--- src/rtl/fox_packet_bridge_if.sv ---
// -----------------------------------------------------------------------------
// fox_packet_bridge_if
//   Bundles every non-clock, non-reset signal of fox_packet_bridge: the core's
//   per-field write port, the core's read port for received packets, the
//   router-side TX/RX handshakes, and the sticky error flags.
//
//   Modports
//     slave  : the bridge itself (consumes field writes and router packets,
//              drives packet_out, RX head fields, ready/valid flags, errors)
//     master : the environment around the bridge (processing core + router)
//
//   Packet layout (MSB..LSB):
//     x, y, multicast_group, done, result, matrix_type, matrix_x, matrix_y,
//     matrix_element
// -----------------------------------------------------------------------------
interface fox_packet_bridge_if #(
  parameter int COORD_BITS           = 1,
  parameter int MULTICAST_GROUP_BITS = 1,
  parameter int MATRIX_TYPE_BITS     = 1,
  parameter int MATRIX_COORD_BITS    = 8,
  parameter int MATRIX_ELEMENT_BITS  = 32
);
  localparam int PW = 2*COORD_BITS + MULTICAST_GROUP_BITS + 2 + MATRIX_TYPE_BITS
                    + 2*MATRIX_COORD_BITS + MATRIX_ELEMENT_BITS;

  // core -> bridge field writes
  logic [COORD_BITS-1:0]           x_coord_in;
  logic                            x_coord_in_valid;
  logic [COORD_BITS-1:0]           y_coord_in;
  logic                            y_coord_in_valid;
  logic [MULTICAST_GROUP_BITS-1:0] multicast_group_in;
  logic                            multicast_group_in_valid;
  logic                            done_flag_in;
  logic                            done_flag_in_valid;
  logic                            result_flag_in;
  logic                            result_flag_in_valid;
  logic [MATRIX_TYPE_BITS-1:0]     matrix_type_in;
  logic                            matrix_type_in_valid;
  logic [MATRIX_COORD_BITS-1:0]    matrix_x_coord_in;
  logic                            matrix_x_coord_in_valid;
  logic [MATRIX_COORD_BITS-1:0]    matrix_y_coord_in;
  logic                            matrix_y_coord_in_valid;
  logic [MATRIX_ELEMENT_BITS-1:0]  matrix_element_in;
  logic                            matrix_element_in_valid;
  logic                            packet_complete_in;
  logic                            message_out_ready;

  // bridge -> router
  logic [PW-1:0]                   packet_out;
  logic                            packet_out_valid;
  logic                            packet_out_ready;

  // router -> bridge
  logic [PW-1:0]                   packet_in;
  logic                            packet_in_valid;
  logic                            packet_in_ready;

  // bridge -> core, head of the receive queue
  logic [MULTICAST_GROUP_BITS-1:0] multicast_group_out;
  logic                            done_flag_out;
  logic                            result_flag_out;
  logic [MATRIX_TYPE_BITS-1:0]     matrix_type_out;
  logic [MATRIX_COORD_BITS-1:0]    matrix_x_coord_out;
  logic [MATRIX_COORD_BITS-1:0]    matrix_y_coord_out;
  logic [MATRIX_ELEMENT_BITS-1:0]  matrix_element_out;
  logic                            message_in_available;
  logic                            message_in_valid;
  logic                            message_in_read;

  // sticky error flags
  logic                            tx_overflow;
  logic                            rx_underflow;

  modport slave (
    input  x_coord_in, x_coord_in_valid, y_coord_in, y_coord_in_valid,
           multicast_group_in, multicast_group_in_valid,
           done_flag_in, done_flag_in_valid, result_flag_in, result_flag_in_valid,
           matrix_type_in, matrix_type_in_valid,
           matrix_x_coord_in, matrix_x_coord_in_valid,
           matrix_y_coord_in, matrix_y_coord_in_valid,
           matrix_element_in, matrix_element_in_valid,
           packet_complete_in, packet_out_ready,
           packet_in, packet_in_valid, message_in_read,
    output message_out_ready, packet_out, packet_out_valid, packet_in_ready,
           multicast_group_out, done_flag_out, result_flag_out, matrix_type_out,
           matrix_x_coord_out, matrix_y_coord_out, matrix_element_out,
           message_in_available, message_in_valid, tx_overflow, rx_underflow
  );

  modport master (
    output x_coord_in, x_coord_in_valid, y_coord_in, y_coord_in_valid,
           multicast_group_in, multicast_group_in_valid,
           done_flag_in, done_flag_in_valid, result_flag_in, result_flag_in_valid,
           matrix_type_in, matrix_type_in_valid,
           matrix_x_coord_in, matrix_x_coord_in_valid,
           matrix_y_coord_in, matrix_y_coord_in_valid,
           matrix_element_in, matrix_element_in_valid,
           packet_complete_in, packet_out_ready,
           packet_in, packet_in_valid, message_in_read,
    input  message_out_ready, packet_out, packet_out_valid, packet_in_ready,
           multicast_group_out, done_flag_out, result_flag_out, matrix_type_out,
           matrix_x_coord_out, matrix_y_coord_out, matrix_element_out,
           message_in_available, message_in_valid, tx_overflow, rx_underflow
  );
endinterface

--- src/rtl/fox_packet_bridge.sv ---
// -----------------------------------------------------------------------------
// fox_packet_bridge
//   Network-side endpoint of a processing node's memory-mapped message port.
//   TX: the core writes packet fields one strobe at a time; packet_complete_in
//       snapshots the fields into a packet and queues it for the Hoplite router.
//   RX: packets offered by the router are queued; the head packet is shown to
//       the core as separate fields and is popped by message_in_read.
//
//   Ports
//     clk      : clock
//     reset_n  : active-low reset, asserted asynchronously, released
//                synchronously through an internal two-stage synchroniser
//     bus      : fox_packet_bridge_if.slave (field writes, router TX/RX
//                handshakes, RX head fields, sticky error flags)
// -----------------------------------------------------------------------------

// Small first-word-fall-through FIFO used for both directions. The head entry
// is always visible on rdata; full/empty come from the registered count only.
module fox_packet_bridge_fifo #(
  parameter int W     = 8,
  parameter int DEPTH = 4
) (
  input  logic         clk,
  input  logic         rst_n,
  input  logic         push,
  input  logic [W-1:0] wdata,
  input  logic         pop,
  output logic [W-1:0] rdata,
  output logic         push_ok,
  output logic         full,
  output logic         empty
);
  localparam int AW = $clog2(DEPTH);
  localparam int CW = $clog2(DEPTH) + 1;

  logic [W-1:0]  mem [DEPTH];
  logic [AW-1:0] wr_ptr_reg;
  logic [AW-1:0] rd_ptr_reg;
  logic [CW-1:0] count_reg;
  logic          pop_ok;

  assign empty  = (count_reg == '0);
  assign full   = (count_reg == CW'(DEPTH));
  assign pop_ok = pop && !empty;
  // A full FIFO still takes a push when the head leaves in the same cycle:
  // the write lands in the slot being vacated.
  assign push_ok = push && (!full || pop_ok);
  assign rdata   = mem[rd_ptr_reg];

  always_ff @(posedge clk) begin
    if (push_ok) begin
      mem[wr_ptr_reg] <= wdata;
    end
  end

  // DEPTH is a power of two, so plain pointer increments wrap correctly.
  always_ff @(posedge clk or negedge rst_n) begin
    if (!rst_n) begin
      wr_ptr_reg <= '0;
      rd_ptr_reg <= '0;
      count_reg  <= '0;
    end else begin
      if (push_ok) begin
        wr_ptr_reg <= wr_ptr_reg + AW'(1);
      end
      if (pop_ok) begin
        rd_ptr_reg <= rd_ptr_reg + AW'(1);
      end
      case ({push_ok, pop_ok})
        2'b10:   count_reg <= count_reg + CW'(1);
        2'b01:   count_reg <= count_reg - CW'(1);
        default: count_reg <= count_reg;
      endcase
    end
  end
endmodule

module fox_packet_bridge #(
  parameter int COORD_BITS           = 1,
  parameter int MULTICAST_GROUP_BITS = 1,
  parameter int MATRIX_TYPE_BITS     = 1,
  parameter int MATRIX_COORD_BITS    = 8,
  parameter int MATRIX_ELEMENT_BITS  = 32,
  parameter int FIFO_DEPTH           = 4
) (
  input  logic                clk,
  input  logic                reset_n,
  fox_packet_bridge_if.slave  bus
);
  localparam int PW = 2*COORD_BITS + MULTICAST_GROUP_BITS + 2 + MATRIX_TYPE_BITS
                    + 2*MATRIX_COORD_BITS + MATRIX_ELEMENT_BITS;

  // Bit offsets of each field inside a packet, counted from the LSB.
  localparam int ELEM_LSB = 0;
  localparam int MY_LSB   = ELEM_LSB + MATRIX_ELEMENT_BITS;
  localparam int MX_LSB   = MY_LSB + MATRIX_COORD_BITS;
  localparam int TYPE_LSB = MX_LSB + MATRIX_COORD_BITS;
  localparam int RES_LSB  = TYPE_LSB + MATRIX_TYPE_BITS;
  localparam int DONE_LSB = RES_LSB + 1;
  localparam int MG_LSB   = DONE_LSB + 1;
  localparam int Y_LSB    = MG_LSB + MULTICAST_GROUP_BITS;

  localparam int SYNC_STAGES = 2;

  // ---------------------------------------------------------------------------
  // Reset synchroniser: reset_n clears every stage at once, release ripples
  // through SYNC_STAGES clock edges so no flop sees a release near an edge.
  // ---------------------------------------------------------------------------
  logic [SYNC_STAGES-1:0] rst_sync_reg;
  logic                   rst_n;

  generate
    for (genvar gi = 0; gi < SYNC_STAGES; gi++) begin : g_rst_sync
      always_ff @(posedge clk or negedge reset_n) begin
        if (!reset_n) begin
          rst_sync_reg[gi] <= 1'b0;
        end else if (gi == 0) begin
          rst_sync_reg[gi] <= 1'b1;
        end else begin
          rst_sync_reg[gi] <= rst_sync_reg[(gi == 0) ? 0 : gi-1];
        end
      end
    end
  endgenerate

  assign rst_n = rst_sync_reg[SYNC_STAGES-1];

  // ---------------------------------------------------------------------------
  // Field registers: each holds its last written value; a complete does not
  // clear them, so repeated completes resend the same packet.
  // ---------------------------------------------------------------------------
  logic [COORD_BITS-1:0]           x_coord_reg;
  logic [COORD_BITS-1:0]           y_coord_reg;
  logic [MULTICAST_GROUP_BITS-1:0] multicast_group_reg;
  logic                            done_flag_reg;
  logic                            result_flag_reg;
  logic [MATRIX_TYPE_BITS-1:0]     matrix_type_reg;
  logic [MATRIX_COORD_BITS-1:0]    matrix_x_coord_reg;
  logic [MATRIX_COORD_BITS-1:0]    matrix_y_coord_reg;
  logic [MATRIX_ELEMENT_BITS-1:0]  matrix_element_reg;

  always_ff @(posedge clk or negedge rst_n) begin
    if (!rst_n) begin
      x_coord_reg         <= '0;
      y_coord_reg         <= '0;
      multicast_group_reg <= '0;
      done_flag_reg       <= 1'b0;
      result_flag_reg     <= 1'b0;
      matrix_type_reg     <= '0;
      matrix_x_coord_reg  <= '0;
      matrix_y_coord_reg  <= '0;
      matrix_element_reg  <= '0;
    end else begin
      if (bus.x_coord_in_valid)         x_coord_reg         <= bus.x_coord_in;
      if (bus.y_coord_in_valid)         y_coord_reg         <= bus.y_coord_in;
      if (bus.multicast_group_in_valid) multicast_group_reg <= bus.multicast_group_in;
      if (bus.done_flag_in_valid)       done_flag_reg       <= bus.done_flag_in;
      if (bus.result_flag_in_valid)     result_flag_reg     <= bus.result_flag_in;
      if (bus.matrix_type_in_valid)     matrix_type_reg     <= bus.matrix_type_in;
      if (bus.matrix_x_coord_in_valid)  matrix_x_coord_reg  <= bus.matrix_x_coord_in;
      if (bus.matrix_y_coord_in_valid)  matrix_y_coord_reg  <= bus.matrix_y_coord_in;
      if (bus.matrix_element_in_valid)  matrix_element_reg  <= bus.matrix_element_in;
    end
  end

  // A strobe landing in the same cycle as packet_complete_in must already be
  // part of the packet, so every field bypasses its register when strobed.
  logic [PW-1:0] tx_packet;

  assign tx_packet = {
    bus.x_coord_in_valid         ? bus.x_coord_in         : x_coord_reg,
    bus.y_coord_in_valid         ? bus.y_coord_in         : y_coord_reg,
    bus.multicast_group_in_valid ? bus.multicast_group_in : multicast_group_reg,
    bus.done_flag_in_valid       ? bus.done_flag_in       : done_flag_reg,
    bus.result_flag_in_valid     ? bus.result_flag_in     : result_flag_reg,
    bus.matrix_type_in_valid     ? bus.matrix_type_in     : matrix_type_reg,
    bus.matrix_x_coord_in_valid  ? bus.matrix_x_coord_in  : matrix_x_coord_reg,
    bus.matrix_y_coord_in_valid  ? bus.matrix_y_coord_in  : matrix_y_coord_reg,
    bus.matrix_element_in_valid  ? bus.matrix_element_in  : matrix_element_reg
  };

  // ---------------------------------------------------------------------------
  // TX queue (core -> router)
  // ---------------------------------------------------------------------------
  logic tx_push_ok;
  logic tx_full;
  logic tx_empty;
  logic tx_pop;

  assign tx_pop = !tx_empty && bus.packet_out_ready;

  fox_packet_bridge_fifo #(
    .W     (PW),
    .DEPTH (FIFO_DEPTH)
  ) u_tx_fifo (
    .clk     (clk),
    .rst_n   (rst_n),
    .push    (bus.packet_complete_in),
    .wdata   (tx_packet),
    .pop     (tx_pop),
    .rdata   (bus.packet_out),
    .push_ok (tx_push_ok),
    .full    (tx_full),
    .empty   (tx_empty)
  );

  assign bus.packet_out_valid  = !tx_empty;
  assign bus.message_out_ready = !tx_full;

  // ---------------------------------------------------------------------------
  // RX queue (router -> core). The router only transfers on valid && ready,
  // and ready depends solely on the registered count.
  // ---------------------------------------------------------------------------
  logic [PW-1:0] rx_head;
  logic          rx_push_ok;
  logic          rx_full;
  logic          rx_empty;

  fox_packet_bridge_fifo #(
    .W     (PW),
    .DEPTH (FIFO_DEPTH)
  ) u_rx_fifo (
    .clk     (clk),
    .rst_n   (rst_n),
    .push    (bus.packet_in_valid && !rx_full),
    .wdata   (bus.packet_in),
    .pop     (bus.message_in_read),
    .rdata   (rx_head),
    .push_ok (rx_push_ok),
    .full    (rx_full),
    .empty   (rx_empty)
  );

  assign bus.packet_in_ready      = !rx_full;
  assign bus.message_in_available = !rx_empty;
  assign bus.message_in_valid     = !rx_empty;

  assign bus.multicast_group_out = rx_head[MG_LSB   +: MULTICAST_GROUP_BITS];
  assign bus.done_flag_out       = rx_head[DONE_LSB];
  assign bus.result_flag_out     = rx_head[RES_LSB];
  assign bus.matrix_type_out     = rx_head[TYPE_LSB +: MATRIX_TYPE_BITS];
  assign bus.matrix_x_coord_out  = rx_head[MX_LSB   +: MATRIX_COORD_BITS];
  assign bus.matrix_y_coord_out  = rx_head[MY_LSB   +: MATRIX_COORD_BITS];
  assign bus.matrix_element_out  = rx_head[ELEM_LSB +: MATRIX_ELEMENT_BITS];

  // Destination x/y only matter to the router; the core never sees them, and
  // the RX push handshake is fully described by valid/ready.
  logic unused_rx_bits;
  assign unused_rx_bits = ^rx_head[PW-1:Y_LSB] ^ rx_push_ok;

  // ---------------------------------------------------------------------------
  // Sticky error flags, cleared only by reset.
  // ---------------------------------------------------------------------------
  logic tx_overflow_reg;
  logic rx_underflow_reg;

  always_ff @(posedge clk or negedge rst_n) begin
    if (!rst_n) begin
      tx_overflow_reg  <= 1'b0;
      rx_underflow_reg <= 1'b0;
    end else begin
      if (bus.packet_complete_in && !tx_push_ok) begin
        tx_overflow_reg <= 1'b1;
      end
      if (bus.message_in_read && rx_empty) begin
        rx_underflow_reg <= 1'b1;
      end
    end
  end

  assign bus.tx_overflow  = tx_overflow_reg;
  assign bus.rx_underflow = rx_underflow_reg;
endmodule
--- src/flat_wrapper.sv ---
// flat-port wrapper written by rule: the top's interface ports become plain ports
module fox_packet_bridge_flat 
#(
  parameter int COORD_BITS           = 1,
  parameter int MULTICAST_GROUP_BITS = 1,
  parameter int MATRIX_TYPE_BITS     = 1,
  parameter int MATRIX_COORD_BITS    = 8,
  parameter int MATRIX_ELEMENT_BITS  = 32,
  parameter int FIFO_DEPTH           = 4
)
  (clk, reset_n, bus_x_coord_in, bus_x_coord_in_valid, bus_y_coord_in, bus_y_coord_in_valid, bus_multicast_group_in, bus_multicast_group_in_valid, bus_done_flag_in, bus_done_flag_in_valid, bus_result_flag_in, bus_result_flag_in_valid, bus_matrix_type_in, bus_matrix_type_in_valid, bus_matrix_x_coord_in, bus_matrix_x_coord_in_valid, bus_matrix_y_coord_in, bus_matrix_y_coord_in_valid, bus_matrix_element_in, bus_matrix_element_in_valid, bus_packet_complete_in, bus_packet_out_ready, bus_packet_in, bus_packet_in_valid, bus_message_in_read, bus_message_out_ready, bus_packet_out, bus_packet_out_valid, bus_packet_in_ready, bus_multicast_group_out, bus_done_flag_out, bus_result_flag_out, bus_matrix_type_out, bus_matrix_x_coord_out, bus_matrix_y_coord_out, bus_matrix_element_out, bus_message_in_available, bus_message_in_valid, bus_tx_overflow, bus_rx_underflow);
  fox_packet_bridge_if #(.COORD_BITS(COORD_BITS), .MULTICAST_GROUP_BITS(MULTICAST_GROUP_BITS), .MATRIX_TYPE_BITS(MATRIX_TYPE_BITS), .MATRIX_COORD_BITS(MATRIX_COORD_BITS), .MATRIX_ELEMENT_BITS(MATRIX_ELEMENT_BITS)) bus_i ();
  input  logic clk;
  input  logic reset_n;
  input wire logic [$bits(bus_i.x_coord_in)-1:0] bus_x_coord_in;
  input wire logic [$bits(bus_i.x_coord_in_valid)-1:0] bus_x_coord_in_valid;
  input wire logic [$bits(bus_i.y_coord_in)-1:0] bus_y_coord_in;
  input wire logic [$bits(bus_i.y_coord_in_valid)-1:0] bus_y_coord_in_valid;
  input wire logic [$bits(bus_i.multicast_group_in)-1:0] bus_multicast_group_in;
  input wire logic [$bits(bus_i.multicast_group_in_valid)-1:0] bus_multicast_group_in_valid;
  input wire logic [$bits(bus_i.done_flag_in)-1:0] bus_done_flag_in;
  input wire logic [$bits(bus_i.done_flag_in_valid)-1:0] bus_done_flag_in_valid;
  input wire logic [$bits(bus_i.result_flag_in)-1:0] bus_result_flag_in;
  input wire logic [$bits(bus_i.result_flag_in_valid)-1:0] bus_result_flag_in_valid;
  input wire logic [$bits(bus_i.matrix_type_in)-1:0] bus_matrix_type_in;
  input wire logic [$bits(bus_i.matrix_type_in_valid)-1:0] bus_matrix_type_in_valid;
  input wire logic [$bits(bus_i.matrix_x_coord_in)-1:0] bus_matrix_x_coord_in;
  input wire logic [$bits(bus_i.matrix_x_coord_in_valid)-1:0] bus_matrix_x_coord_in_valid;
  input wire logic [$bits(bus_i.matrix_y_coord_in)-1:0] bus_matrix_y_coord_in;
  input wire logic [$bits(bus_i.matrix_y_coord_in_valid)-1:0] bus_matrix_y_coord_in_valid;
  input wire logic [$bits(bus_i.matrix_element_in)-1:0] bus_matrix_element_in;
  input wire logic [$bits(bus_i.matrix_element_in_valid)-1:0] bus_matrix_element_in_valid;
  input wire logic [$bits(bus_i.packet_complete_in)-1:0] bus_packet_complete_in;
  input wire logic [$bits(bus_i.packet_out_ready)-1:0] bus_packet_out_ready;
  input wire logic [$bits(bus_i.packet_in)-1:0] bus_packet_in;
  input wire logic [$bits(bus_i.packet_in_valid)-1:0] bus_packet_in_valid;
  input wire logic [$bits(bus_i.message_in_read)-1:0] bus_message_in_read;
  output wire logic [$bits(bus_i.message_out_ready)-1:0] bus_message_out_ready;
  output wire logic [$bits(bus_i.packet_out)-1:0] bus_packet_out;
  output wire logic [$bits(bus_i.packet_out_valid)-1:0] bus_packet_out_valid;
  output wire logic [$bits(bus_i.packet_in_ready)-1:0] bus_packet_in_ready;
  output wire logic [$bits(bus_i.multicast_group_out)-1:0] bus_multicast_group_out;
  output wire logic [$bits(bus_i.done_flag_out)-1:0] bus_done_flag_out;
  output wire logic [$bits(bus_i.result_flag_out)-1:0] bus_result_flag_out;
  output wire logic [$bits(bus_i.matrix_type_out)-1:0] bus_matrix_type_out;
  output wire logic [$bits(bus_i.matrix_x_coord_out)-1:0] bus_matrix_x_coord_out;
  output wire logic [$bits(bus_i.matrix_y_coord_out)-1:0] bus_matrix_y_coord_out;
  output wire logic [$bits(bus_i.matrix_element_out)-1:0] bus_matrix_element_out;
  output wire logic [$bits(bus_i.message_in_available)-1:0] bus_message_in_available;
  output wire logic [$bits(bus_i.message_in_valid)-1:0] bus_message_in_valid;
  output wire logic [$bits(bus_i.tx_overflow)-1:0] bus_tx_overflow;
  output wire logic [$bits(bus_i.rx_underflow)-1:0] bus_rx_underflow;
  assign bus_i.x_coord_in = bus_x_coord_in;
  assign bus_i.x_coord_in_valid = bus_x_coord_in_valid;
  assign bus_i.y_coord_in = bus_y_coord_in;
  assign bus_i.y_coord_in_valid = bus_y_coord_in_valid;
  assign bus_i.multicast_group_in = bus_multicast_group_in;
  assign bus_i.multicast_group_in_valid = bus_multicast_group_in_valid;
  assign bus_i.done_flag_in = bus_done_flag_in;
  assign bus_i.done_flag_in_valid = bus_done_flag_in_valid;
  assign bus_i.result_flag_in = bus_result_flag_in;
  assign bus_i.result_flag_in_valid = bus_result_flag_in_valid;
  assign bus_i.matrix_type_in = bus_matrix_type_in;
  assign bus_i.matrix_type_in_valid = bus_matrix_type_in_valid;
  assign bus_i.matrix_x_coord_in = bus_matrix_x_coord_in;
  assign bus_i.matrix_x_coord_in_valid = bus_matrix_x_coord_in_valid;
  assign bus_i.matrix_y_coord_in = bus_matrix_y_coord_in;
  assign bus_i.matrix_y_coord_in_valid = bus_matrix_y_coord_in_valid;
  assign bus_i.matrix_element_in = bus_matrix_element_in;
  assign bus_i.matrix_element_in_valid = bus_matrix_element_in_valid;
  assign bus_i.packet_complete_in = bus_packet_complete_in;
  assign bus_i.packet_out_ready = bus_packet_out_ready;
  assign bus_i.packet_in = bus_packet_in;
  assign bus_i.packet_in_valid = bus_packet_in_valid;
  assign bus_i.message_in_read = bus_message_in_read;
  assign bus_message_out_ready = bus_i.message_out_ready;
  assign bus_packet_out = bus_i.packet_out;
  assign bus_packet_out_valid = bus_i.packet_out_valid;
  assign bus_packet_in_ready = bus_i.packet_in_ready;
  assign bus_multicast_group_out = bus_i.multicast_group_out;
  assign bus_done_flag_out = bus_i.done_flag_out;
  assign bus_result_flag_out = bus_i.result_flag_out;
  assign bus_matrix_type_out = bus_i.matrix_type_out;
  assign bus_matrix_x_coord_out = bus_i.matrix_x_coord_out;
  assign bus_matrix_y_coord_out = bus_i.matrix_y_coord_out;
  assign bus_matrix_element_out = bus_i.matrix_element_out;
  assign bus_message_in_available = bus_i.message_in_available;
  assign bus_message_in_valid = bus_i.message_in_valid;
  assign bus_tx_overflow = bus_i.tx_overflow;
  assign bus_rx_underflow = bus_i.rx_underflow;
  fox_packet_bridge #(.COORD_BITS(COORD_BITS), .MULTICAST_GROUP_BITS(MULTICAST_GROUP_BITS), .MATRIX_TYPE_BITS(MATRIX_TYPE_BITS), .MATRIX_COORD_BITS(MATRIX_COORD_BITS), .MATRIX_ELEMENT_BITS(MATRIX_ELEMENT_BITS), .FIFO_DEPTH(FIFO_DEPTH)) u_core (.clk(clk), .reset_n(reset_n), .bus(bus_i));
endmodule
--- config.mk ---
export PLATFORM = sky130hd
export DESIGN_NAME = fox_packet_bridge_flat
export DESIGN_NICKNAME = d
export VERILOG_FILES = /design/src/rtl/fox_packet_bridge_if.sv /design/src/rtl/fox_packet_bridge.sv /design/src/flat_wrapper.sv
export SDC_FILE = /design/constraint.sdc
export NUM_CORES = 1
export LEC_CHECK = 0
export BUFFER_PORTS_ARGS = -buffer_cell sky130_fd_sc_hd__buf_2
export CORE_MARGIN = 10
export CORE_UTILIZATION = 57
export CTS_CLUSTER_SIZE = 25
export DETAILED_ROUTE_END_ITERATION = 16
export PLACE_DENSITY = 0.84
export SYNTH_ARGS = -nofsm -noshare
export SYNTH_HDL_FRONTEND = slang
export SYNTH_SLANG_ARGS = --single-unit
--- constraint.sdc ---
create_clock -name clk -period 2.6 [get_ports clk]
set_clock_uncertainty 0.2 [all_clocks]
set_input_delay 0.52 -clock clk [delete_from_list [all_inputs] [get_ports clk]]
set_output_delay 0.52 -clock clk [all_outputs]
set_load 0.1 [all_outputs]
==> flow_metrics.env <==
export IMPL_outcome="finished with violations"
export IMPL_violations="negative setup slack"
export IMPL_first_iter_violations=745
export IMPL_timing_final_ws_setup_ns=-0.2385
export IMPL_drtAntennaViolNets=0
export IMPL_synth_yosys_warnings=0
export IMPL_worst_hold_path_type="input port to flip-flop"
export IMPL_clock_tree_from_tritoncts="built"
export IMPL_whs_ns=0.05930
export IMPL_ys_async_sr_fraction=0.1452
export IMPL_largest_net_degree_at_the_start_of_global_routing=53
export IMPL_hold_depth=2
export IMPL_placementRows=65
export IMPL_number_of_antenna_violations_at_the_first_check_in_global_routing=1
export IMPL_number_of_distinct_library_cells_after_synthesis=32
export IMPL_avgViaCountPerCell=6.004
export IMPL_crit_path_kind="flip-flop to primary output"
export IMPL_critical_path_peak_fanout=10
export IMPL_synth_xor_xnor_area_share=0.005766
export IMPL_synth_edff_count=424
export IMPL_syn_to_final_growth_pct=29.04
export IMPL_detailedPlacementHpwl_um=23100
export IMPL_maxSlewHeadroom=0.4555
export IMPL_dpl_worst_slack_ns=0.05006
export IMPL_worst_r2r_cell_count=9
export IMPL_fin_area_mm2=0.02352
export IMPL_synthSimpleGateAreaFrac=0.007002
export IMPL_port_buffers=233
export IMPL_holdPathEnd="u_core.matrix_element_reg[7]"
export IMPL_crit_reg2reg_launch="u_core.u_rx_fifo.count_reg[0]"
export IMPL_placed_cells=1383
export IMPL_first_pass_detailed_route_iteration_total=4
export IMPL_vias_in_the_first_global_route=9975
export IMPL_cp_data_arrival_time_ns=2.12
export IMPL_cts_made_buffers=48
export IMPL_maxSlewViolCount=0
export IMPL_max_cap_violations=0
export IMPL_cts_htree_levels=2
export IMPL_cp_data_required_time_ns=1.88
export IMPL_synth_net_count=888
export IMPL_placement_cell_area_mm2=0.02020
export IMPL_ioPinCount=236
export IMPL_final_min_period_over_clock_period=1.092
export IMPL_achievable_frequency_mhz=352.3
export IMPL_post_synth_instance_area_mm2=0.01823
export IMPL_netlist_area_leader_share=0.6986
export IMPL_globalRoute_totalOverflow=0
export IMPL_fillerInstances=1587
export IMPL_wire_per_inst_um=28.92
export IMPL_synth_top_cells_by_area="edfxtp_1 (70%), mux4_2 (13%), dfrtp_1 (9.9%), mux2_2 (3.4%), ha_1 (0.69%)"
export IMPL_combinational_family_with_the_most_area_after_synthesis="multiplexers"
export IMPL_floorplan_die_height_um=198.8
export IMPL_cp_cell_sequence="buf_12 > buf_16 > mux4_2 > buf_8"
export IMPL_cts_root_buffer="clkbuf_16"
export IMPL_fp_coreArea_mm2=0.03156
export IMPL_drive_above_1_share=0.4694
export IMPL_period_needed_ns=2.839
export IMPL_synth_sequential_area_ratio=0.7974
export IMPL_timing_rr_end="u_core.u_rx_fifo.count_reg[2]"
export IMPL_cts_path_max_buffers=3
export IMPL_synth_top_cell_by_area="edfxtp_1"
export IMPL_nets=1241
export IMPL_routed_wirelength_um=44740
export IMPL_synth_seq_cells=496
export IMPL_critical_path_max_stage_delay_ns=0.57
export IMPL_hold_viol=0
export IMPL_grt_first_pass_wirelength_um=64890
export IMPL_startpoint_type="flip-flop"
export IMPL_netlist_instances=753
export IMPL_stdcell_count=1547
export IMPL_timing_final_setup_violations=106
export IMPL_synthesized_area_fraction_occupied_by_ao_oa_aoi_and_oai_cells=0.002128
export IMPL_die_area_mm2=0.03953
export IMPL_total_number_of_vias=9288
export IMPL_synth_adder_area_share=0.009062
export IMPL_numClockSinks=496
export IMPL_gp_congestion=0.7282
export IMPL_r2r_setup_slack_ns=0.09
export IMPL_grt_setup_unrepaired="yes"
export IMPL_fp_dieW_um=198.8
export IMPL_avgSynthCellArea_um2=24.20
export IMPL_post_route_drc_count=0
export IMPL_worst_slew_pin_transition_ns=0.8168
export IMPL_timing_hold_worst_start="bus_matrix_element_in[7]"
export IMPL_clock_latency_reported_for_the_late_side_of_the_worst_skew_pair_ns=0.57
export IMPL_synth_top_flop_cell="edfxtp_1"
export IMPL_synth_most_common_cell="edfxtp_1"
export IMPL_critical_path_endpoint_category="primary output"
export IMPL_critPathSlowestCell="mux4_2"
export IMPL_largest_reg_flops=216
export IMPL_yosys_mux_area_fraction=0.1663
export IMPL_clock_pin_slew_reported_for_the_worst_setup_and_hold_paths_after_clock_tree_synthesis_ns=0.07
export IMPL_start_util=0.5776
export IMPL_track_usage=0.2225
export IMPL_crit_path_start="u_core.u_rx_fifo.rd_ptr_reg[0]"
export IMPL_synth_commonest_cells="edfxtp_1 (424), mux4_2 (106), dfrtp_1 (72)"
[final cells by class]
class / instances / area (um2) / area share
Sequential cell: 496 / 14550 / 0.6187
Multi-Input combinational cell: 213 / 3498 / 0.1487
Timing Repair Buffer: 334 / 3324 / 0.1414
Clock buffer: 60 / 1296 / 0.05512
Tap cell: 402 / 503.0 / 0.02139
Clock inverter: 28 / 294.0 / 0.01250
Inverter: 13 / 48.80 / 0.002075
Antenna cell: 1 / 2.502 / 0.0001064
[repair_timing]
action / 4_1_cts / 5_1_grt
gates cloned: 5 / 3
hold buffers: 55 / 0
resized for setup: 234 / 24
setup buffers: 8 / 4
setup endpoints to repair: 106 / 108
pin swaps: 0 / 3
endpoints found under the hold margin: 212 / 0
[routing by layer]
metal | track usage | share of wire | up-vias
li1 | - | - | 3813
met1 | 0.2660 | 0.35 | 4954
met2 | 0.4008 | 0.55 | 443
met3 | 0.04106 | 0.063 | 78
met4 | 0.06866 | 0.029 | 0
met5 | 0 | 0 | -
[worst max-delay path by stage]
| stage | slack, ns | to | cells past startpoint |
|---|---|---|---|
| after floorplan | 0.14 | u_core.u_rx_fifo.count_reg[2] | 9 |
| after global placement | 0.16 | u_core.u_tx_fifo.count_reg[2] | 10 |
| after detailed placement | 0.05 | u_core.u_tx_fifo.count_reg[2] | 10 |
| after CTS | -0.22 | bus_matrix_element_out[28] | 4 |
| after global routing | -0.28 | bus_matrix_element_out[16] | 4 |
| final | -0.24 | bus_matrix_element_out[16] | 4 |
[logic make-up after synthesis]
logic type / after synthesis
AOI/OAI and AO/OA: 5
buffers and inverters: 44
adders and majority gates: 12
DFF: 496
xor gates and xnor gates: 12
other: 1
and+or+nand+nor: 20
muxes: 163
[cells in the final DEF (no fill, tap or decap), types with 5 or more instances in the layout]
| cell | synthesis | layout |
|---|---|---|
| buf_8 | 0 | 14 |
| buf_2 | 11 | 127 |
| clkbuf_16 | 0 | 51 |
| buf_12 | 0 | 30 |
| dfrtp_1 | 72 | 66 |
| clkinv_1 | 0 | 6 |
| mux4_2 | 106 | 106 |
| clkinv_2 | 0 | 10 |
| xnor2_1 | 6 | 6 |
| xor2_1 | 6 | 6 |
| dlygate4sd3_1 | 0 | 55 |
| clkbuf_1 | 8 | 7 |
| edfxtp_1 | 424 | 424 |
| mux2_2 | 55 | 55 |
| buf_4 | 11 | 16 |
| clkbuf_8 | 0 | 5 |
| ha_1 | 10 | 9 |
| inv_1 | 13 | 13 |
| buf_16 | 0 | 8 |
| buf_6 | 0 | 81 |
[worst max-delay path, delay by kind of cell, from the launching register on]
kind	cells	cell delay (ns)
DFF	1	0.43
muxes	1	0.57
buffers and inverters	3	0.54
[stage by stage]
stage,util,TNS [ns]
global placement,0.6402,0
finish,0.7453,-17.74
global route,0.7453,-22.29
floorplan,-,0
detailed placement,0.6402,0
CTS,0.7387,-18.02
Power is not shown: default switching activity piles up to over one toggle a cycle in this logic, so the estimate is an artifact.
